==> src/rtl/fir_pkg.sv <==
// -----------------------------------------------------------------------------
// fir_pkg
// Shared definitions for the FIR control slice.
//   fir_state_t    : control FSM encoding (IDLE=0, RUN=1)
//   FIR_TAPS       : default filter length (power of two, >= 2)
//   FIR_DATA_WIDTH : default sample width in bits
// -----------------------------------------------------------------------------
package fir_pkg;

  localparam int FIR_TAPS       = 8;
  localparam int FIR_DATA_WIDTH = 8;

  typedef enum logic {
    IDLE = 1'b0,
    RUN  = 1'b1
  } fir_state_t;

endpackage : fir_pkg

==> src/rtl/fir_sample_buffer.sv <==
// -----------------------------------------------------------------------------
// fir_sample_buffer
// Circular sample history for the FIR control unit: one synchronous write
// port, one asynchronous (combinational) read port, and an asynchronous
// clear of every entry on reset so unwritten history reads as zero.
//   clock    : sole clock
//   reset    : asynchronous, active-high; clears all entries
//   wr_en    : write x into mem[wr_addr] at the rising edge
//   wr_addr  : write index
//   wr_data  : write data
//   rd_addr  : read index
//   rd_data  : mem[rd_addr], combinational
// -----------------------------------------------------------------------------
module fir_sample_buffer #(
  parameter  int data_width = 8,
  parameter  int depth      = 8,
  localparam int AW         = $clog2(depth)
) (
  input  logic                  clock,
  input  logic                  reset,
  input  logic                  wr_en,
  input  logic [AW-1:0]         wr_addr,
  input  logic [data_width-1:0] wr_data,
  input  logic [AW-1:0]         rd_addr,
  output logic [data_width-1:0] rd_data
);

  logic [data_width-1:0] mem_reg [depth];

  // Register array rather than block RAM: the whole history must clear
  // in one reset event.
  always_ff @(posedge clock or posedge reset) begin
    if (reset) begin
      for (int i = 0; i < depth; i++) begin
        mem_reg[i] <= '0;
      end
    end else if (wr_en) begin
      mem_reg[wr_addr] <= wr_data;
    end
  end

  assign rd_data = mem_reg[rd_addr];

endmodule : fir_sample_buffer

==> src/rtl/fir_control_unit.sv <==
// -----------------------------------------------------------------------------
// fir_control_unit
// Sequences one FIR output per accepted sample: stores the sample in a
// circular history, then issues taps (coefficient index, delayed sample)
// pairs, one per cycle, to a downstream MAC.
//   clock       : sole clock, rising edge
//   reset       : asynchronous, active-high
//   bypass      : (only with FIR_CTRL_BYPASS_EN) single-tap pass-through frame
//   x_in        : input sample
//   valid_in    : x_in valid; only honoured while ready_out=1
//   ready_out   : 1 in IDLE, 0 in RUN
//   rom_address : coefficient index k (registered)
//   ram_out     : x[n-k] in RUN, 0 in IDLE (combinational)
//   mac_init    : 1 on the k=0 cycle of a frame (registered)
//   frame_done  : one-cycle pulse after the last tap of a frame
// Optional feature macro: FIR_CTRL_BYPASS_EN adds the bypass input.
// -----------------------------------------------------------------------------
module fir_control_unit
  import fir_pkg::*;
#(
  parameter  int data_width = FIR_DATA_WIDTH,
  parameter  int taps       = FIR_TAPS,
  localparam int AW         = $clog2(taps)
) (
  input  logic                  clock,
  input  logic                  reset,
`ifdef FIR_CTRL_BYPASS_EN
  input  logic                  bypass,
`endif
  input  logic [data_width-1:0] x_in,
  input  logic                  valid_in,
  output logic                  ready_out,
  output logic [AW-1:0]         rom_address,
  output logic [data_width-1:0] ram_out,
  output logic                  mac_init,
  output logic                  frame_done
);

  localparam logic [AW-1:0] LAST_K = AW'(taps - 1);

  fir_state_t      state_reg, state_next;
  logic [AW-1:0]   k_reg, k_next;
  logic [AW-1:0]   newest_reg, newest_next;
  logic [AW-1:0]   wptr_reg, wptr_next;
  logic            mac_init_reg, mac_init_next;
  logic            frame_done_reg, frame_done_next;
  logic            wr_en;
  logic            last_tap;
  logic [data_width-1:0] rd_data;

`ifdef FIR_CTRL_BYPASS_EN
  // Remembers that the current frame is a single-tap bypass frame.
  logic bypass_frame_reg, bypass_frame_next;

  always_ff @(posedge clock or posedge reset) begin
    if (reset) bypass_frame_reg <= 1'b0;
    else       bypass_frame_reg <= bypass_frame_next;
  end

  assign last_tap = (k_reg == LAST_K) || bypass_frame_reg;
`else
  assign last_tap = (k_reg == LAST_K);
`endif

  fir_sample_buffer #(
    .data_width (data_width),
    .depth      (taps)
  ) u_buffer (
    .clock   (clock),
    .reset   (reset),
    .wr_en   (wr_en),
    .wr_addr (wptr_reg),
    .wr_data (x_in),
    // AW-bit subtraction wraps modulo taps because taps is a power of two.
    .rd_addr (newest_reg - k_reg),
    .rd_data (rd_data)
  );

  always_ff @(posedge clock or posedge reset) begin
    if (reset) begin
      state_reg      <= IDLE;
      k_reg          <= '0;
      newest_reg     <= '0;
      wptr_reg       <= '0;
      mac_init_reg   <= 1'b0;
      frame_done_reg <= 1'b0;
    end else begin
      state_reg      <= state_next;
      k_reg          <= k_next;
      newest_reg     <= newest_next;
      wptr_reg       <= wptr_next;
      mac_init_reg   <= mac_init_next;
      frame_done_reg <= frame_done_next;
    end
  end

  always_comb begin
    state_next      = state_reg;
    k_next          = k_reg;
    newest_next     = newest_reg;
    wptr_next       = wptr_reg;
    mac_init_next   = 1'b0;
    frame_done_next = 1'b0;
    wr_en           = 1'b0;
`ifdef FIR_CTRL_BYPASS_EN
    bypass_frame_next = bypass_frame_reg;
`endif
    case (state_reg)
      IDLE: begin
        if (valid_in) begin
          wr_en         = 1'b1;
          newest_next   = wptr_reg;
          k_next        = '0;
          mac_init_next = 1'b1;
          state_next    = RUN;
`ifdef FIR_CTRL_BYPASS_EN
          bypass_frame_next = bypass;
`endif
        end
      end
      RUN: begin
        if (last_tap) begin
          // k returns to 0 so rom_address reads 0 throughout IDLE.
          state_next      = IDLE;
          k_next          = '0;
          wptr_next       = wptr_reg + AW'(1);
          frame_done_next = 1'b1;
`ifdef FIR_CTRL_BYPASS_EN
          bypass_frame_next = 1'b0;
`endif
        end else begin
          k_next = k_reg + AW'(1);
        end
      end
      default: state_next = IDLE;
    endcase
  end

  assign ready_out   = (state_reg == IDLE);
  assign rom_address = k_reg;
  assign mac_init    = mac_init_reg;
  assign frame_done  = frame_done_reg;
  // Zero in IDLE so the accumulator adds nothing between frames.
  assign ram_out     = (state_reg == RUN) ? rd_data : '0;

endmodule : fir_control_unit

==> config.mk <==
export PLATFORM = sky130hd
export DESIGN_NAME = fir_control_unit
export DESIGN_NICKNAME = d
export VERILOG_FILES = /design/src/rtl/fir_pkg.sv /design/src/rtl/fir_sample_buffer.sv /design/src/rtl/fir_control_unit.sv
export SDC_FILE = /design/constraint.sdc
export NUM_CORES = 1
export LEC_CHECK = 0
export ABC_AREA = 1
export CAP_MARGIN = 20
export CELL_PAD_IN_SITES_DETAIL_PLACEMENT = 0
export CELL_PAD_IN_SITES_GLOBAL_PLACEMENT = 1
export CORE_ASPECT_RATIO = 2
export CORE_MARGIN = 1
export CORE_UTILIZATION = 47
export CTS_BUF_LIST = sky130_fd_sc_hd__clkbuf_16
export CTS_CLUSTER_DIAMETER = 100
export CTS_CLUSTER_SIZE = 12
export DETAILED_ROUTE_END_ITERATION = 12
export GPL_ROUTABILITY_DRIVEN = 0
export PLACE_DENSITY_LB_ADDON = 0.1
export SLEW_MARGIN = 20
export SYNTH_ARGS = -nofsm -noshare
export SYNTH_HDL_FRONTEND = slang
export SYNTH_SLANG_ARGS = --single-unit
==> constraint.sdc <==
create_clock -name clock -period 3.55 [get_ports clock]
set_input_delay 0.5325 -clock clock [delete_from_list [all_inputs] [get_ports clock]]
set_output_delay 0.5325 -clock clock [all_outputs]
set_load 0.02 [all_outputs]
-- After elaboration in Yosys (flattened, before gate mapping)
Cells that the tools add are included.
- register bits after elaboration: 76
- latch bits: 0
- memory bits (writable): 0
- ROM bits: 0
- bits of input ports: 11
- output and inout port bits: 14
- word-level logic and storage cells: 44
- memories: 0
- $add $sub $neg: 3
- $mul: 0
- divide/modulo/power cells: 0
- order comparisons: 3
- eq/ne operators: 2
- shifts and indexed selects: 0
- muxes and demuxes: 16
- bitwise gates (word level): 3
- reduce and logical (&&, ||, !) cells: 3
- operators by type and width (kind ; count):
    $bwmux 64 ; 1
    $mux 8 ; 4
    $bmux 8 s3 ; 1
    $demux 8 s3 ; 1
    $ge 4x4->1 const B ; 2
    $not 3->4 ; 2
    $add 3x1->3 const B ; 2
    $mux 3 ; 2
    $pmux 3 s2 ; 1
    $mux 1 ; 5
    $lt 4x1->1 const B ; 1
    $reduce_and 2->1 ; 2
    $eq 3x3->1 const B ; 1
    $sub 3x3->3 ; 1
    $ne 2x2->1 const B ; 1
    $pmux 1 s2 ; 1
    $logic_and 1x1->1 ; 1
    $not 1->1 ; 1

-- Logic depth before layout (Yosys ltp)
- depth in word-level cells: 6
- gate-level depth with buffers: 12
- gate-level depth less buffers: 10

-- By module
Synthesis repeated with hierarchy kept, for this count alone.
- cell total of the unflattened synthesis: 521
- area, all modules: 3826.2 µm²
- modules (own cells, without submodules) (module ; instances ; cells each ; area each (µm²) ; sequential area each (µm²)):
    fir_sample_buffer ; 1 ; 440 ; 3194.3 ; 1601.5
    fir_control_unit ; 1 ; 81 ; 631.9 ; 300.3

-- Least setup slack after synthesis
Ideal clock, no wire load.
- path type: reg-to-output
- start: register k_reg[0] (netlist: rom_address[0])
- end: output ram_out[0]
- data arrival time: 2.118 ns
- required time: 3.017 ns
- setup slack: 0.900 ns
- stages on the path, launching flop included: 11
- buffers on the path: 2
- cells stage by stage: dfrtp_1 > ha_1 > inv_1 > fa_1 > buf_2 > inv_1 > buf_2 > nand3_1 > nand2_1 > nor2_1 > nor2_1
- cells in the longest elaborated chain, start to end: 6
- ends and longest elaborated chain (item ; RTL line ; RTL):
    from (decl) ; fir_control_unit.sv:42 ; logic [AW-1:0] k_reg, k_next;
    from (signal assigned) ; fir_control_unit.sv:89 ; k_reg <= k_next;
    $sub 3x3->3 ; fir_control_unit.sv:75 ; .rd_addr (newest_reg - k_reg),
    $not 3->4 (not written as such) ; fir_sample_buffer.sv:42 ; assign rd_data = mem_reg[rd_addr];
    $bmux 8 s3 ; fir_sample_buffer.sv:42 ;
    $mux 8 (not written as such) (2 in series) ; fir_sample_buffer.sv:42 ;
    $mux 8 ; fir_control_unit.sv:144 ; assign ram_out = (state_reg == RUN) ? rd_data : '0;
    to (decl) ; fir_control_unit.sv:34 ; output logic [data_width-1:0] ram_out,
Every way passes these cells. The select of a mux whose other input is x is not followed.

-- Worst setup path after layout
- start: register k_reg[0] (netlist: rom_address[0])
- end: output ram_out[2]
Same word-level chain as after synthesis.

==> metrics.yaml <==
status:
  status: "completed"
floorplan:
  die_w_um: 64.4
  die-height_um: 127
  core-area_um2: 7540
  ios: 25
  die_area_um2: 8170
  initial_core_util_pct: 48.5
  row_count: 45
drt:
  drtIter0Drc: 239
  wl_per_cell_um: 14.2
  drt_wl_total_mm: 8.29
  drtPass1Iterations: 4
  ant_nets: 0
  vias_per_cell: 4.98
  route.detailed.drc: 0
  num_vias: 2903
critical_path:
  critPathLaunch: "rom_address[0]$_DFFE_PP0P_"
  critPathMaxFanout: 16
  r2r_slack_ns: 1.59
  crit_required_ns: 3.02
  endpoint: "ram_out[2]"
  endpoint_kind: "primary output"
  r2r-start: "state_reg$_DFF_PP0_"
  critPathLaunchType: "register"
  cp.arrival_ns: 2.84
  critical_path_class: "reg -> out"
  r2r-end: "u_buffer.mem_reg[51]$_DFFE_PP0P_"
  reg2regPathDepth: 5
global_route:
  groute.usage.overall_pct: 22.9
  grt_pass1_vias: 2895
  grt_max_degree: 43
  grt_overflow: 0
  grt_pass1_wl_mm: 13.9
  antenna_found_initial: 0
timing:
  setup_tns_ns: 0
  period_needed_ns: 3.37
  rsz0062_at_grt: "false"
  skew_ns: 0.00460
  worst_pin_slew_ns: 0.754
  finalSetupViolations: 0
  fin_crit_sh_pct: 94.9
  timing.fmax_mhz: 297
  maxSlewHeadroom_pct: 49.7
  drv_slew: 0
  worst_slack_ns: 0.180
  hold_violations: 0
final_layout:
  nFillCells: 750
  diodes: 0
  area_growth_pct: 15.2
  fin_area_um2: 4220
  largest_reg_flops: 64
  finalNetCount: 504
  drive_gt1_share_pct: 5.52
place:
  hpwl_mm: 5.76
  portBuffers: 24
  place_ws_ns: 0.435
  dpl_cell_area_um2: 3980
synthesis:
  syn-num-nets: 484
  synth_cells: 468
  syn_area_um2: 3660
  seq_area_frac_synth_pct: 51.9
  avgSynthCellArea_um2: 7.83
  ys_types: 20
  yosys_warnings: 0
  synth_seq_cells: 76
clocking:
  clkSlewWorstSetupHoldPaths_ns: 0.05
  cts_buffers: 9
  cts-root-buf: "clkbuf_16"
  clock_latency_ns: 0.33
  cts.htree.levels: 3
  cts_buffer_depth: 2
  clkSinkCount: 76
  post_cts_buffers: 0
  cts_tree: "yes"
job:
  drv_cap: 0
worst_hold_path:
  hold_path_depth: 2
  hold_class: "reg -> reg"
cells by family after synthesis:
family          share of synthesized area (%)
flops                                    51.9
simple gates                             27.4
xor+xnor                                0.478
buf+inv                                  8.51
compound gates                           9.77
fa+ha+maj                                1.91
area by class of cell:
class                           count  area [um2]  area share [%]
Inverter                           55         206            4.89
Multi-Input combinational cell    317        1450            34.4
Tap cell                           94         118            2.79
Sequential cell                    76        1900            45.1
Timing Repair Buffer               29         305            7.24
Clock buffer                        9         225            5.34
Clock inverter                      3        11.3           0.267
synth_stat cells:
| cell | instances | share of area, % |
|---|---|---|
| a21oi_1 | 8 | 1.1 |
| buf_2 | 12 | 1.6 |
| buf_4 | 2 | 0.41 |
| buf_6 | 1 | 0.31 |
| clkbuf_1 | 5 | 0.51 |
| dfrtp_1 | 76 | 52 |
| fa_1 | 1 | 0.55 |
| ha_1 | 4 | 1.4 |
| inv_1 | 53 | 5.4 |
| inv_2 | 2 | 0.21 |
| nand2_1 | 169 | 17 |
| nand2_4 | 2 | 0.61 |
| nand3_1 | 34 | 4.6 |
| nand3_2 | 3 | 0.82 |
| nor2_1 | 27 | 2.8 |
| nor2_4 | 4 | 1.2 |
| o21ai_0 | 62 | 8.5 |
| o31ai_1 | 1 | 0.21 |
| xnor2_1 | 1 | 0.24 |
| xor2_1 | 1 | 0.24 |
critical path, stage by stage (launching register included):
cell	delay, ns
dfrtp_1	0.43
ha_1	0.21
inv_1	0.07
fa_2	0.50
inv_1	0.08
buf_4	0.23
nand3_1	0.11
nand2_1	0.08
nor2_1	0.05
nor2_1	0.14
clkdlybuf4s50_1	0.61
stage by stage:
| stage | instances | hold WS (ns) | util, % |
|---|---|---|---|
| after floorplan | 468 | 0.453 | - |
| final | 583 | 0.483 | 55.9 |
| after detailed placement | 571 | 0.473 | 52.7 |
| after global routing | 583 | 0.509 | 55.9 |
| after global placement | 571 | 0.466 | 52.7 |
| after CTS | 583 | 0.486 | 55.9 |
cell usage in the layout (no fill, tap or decap), types with 2 or more instances in the layout:
master and count:
clkbuf_16 9, inv_1 54, dfrtp_1 76, nand2_4 2, a21oi_1 8, buf_4 3, nor2_1 27, clkdlybuf4s50_1 23
nor2_4 4, nand3_1 34, nand2_1 169, o21ai_0 62, inv_2 3, ha_1 4, nand3_2 3, buf_12 2
worst min path at each step:
stage,from,endpoint,slack [ns]
after floorplan,u_buffer.mem_reg[62]$_DFFE_PP0P_,u_buffer.mem_reg[62]$_DFFE_PP0P_,0.45
after global placement,u_buffer.mem_reg[43]$_DFFE_PP0P_,u_buffer.mem_reg[43]$_DFFE_PP0P_,0.47
after detailed placement,u_buffer.mem_reg[28]$_DFFE_PP0P_,u_buffer.mem_reg[28]$_DFFE_PP0P_,0.47
after CTS,u_buffer.mem_reg[26]$_DFFE_PP0P_,u_buffer.mem_reg[26]$_DFFE_PP0P_,0.49
after global routing,u_buffer.mem_reg[28]$_DFFE_PP0P_,u_buffer.mem_reg[28]$_DFFE_PP0P_,0.51
final,u_buffer.mem_reg[25]$_DFFE_PP0P_,u_buffer.mem_reg[25]$_DFFE_PP0P_,0.48
per-layer routing:
layer	vias up	part of all wire (%)	track usage (%)
met3	8	2.4	3.24
li1	1494	-	-
met2	28	53	38.9
met5	-	0	0
met4	0	2.0	11.0
met1	1373	43	28.1
repair_timing:
item                       in CTS  in global routing
hold buffers                    0                  0
setup endpoints to repair       0                  5
resized for setup               0                  2
Power is not shown: default switching activity piles up to over one toggle a cycle in this logic, so the estimate is an artifact.
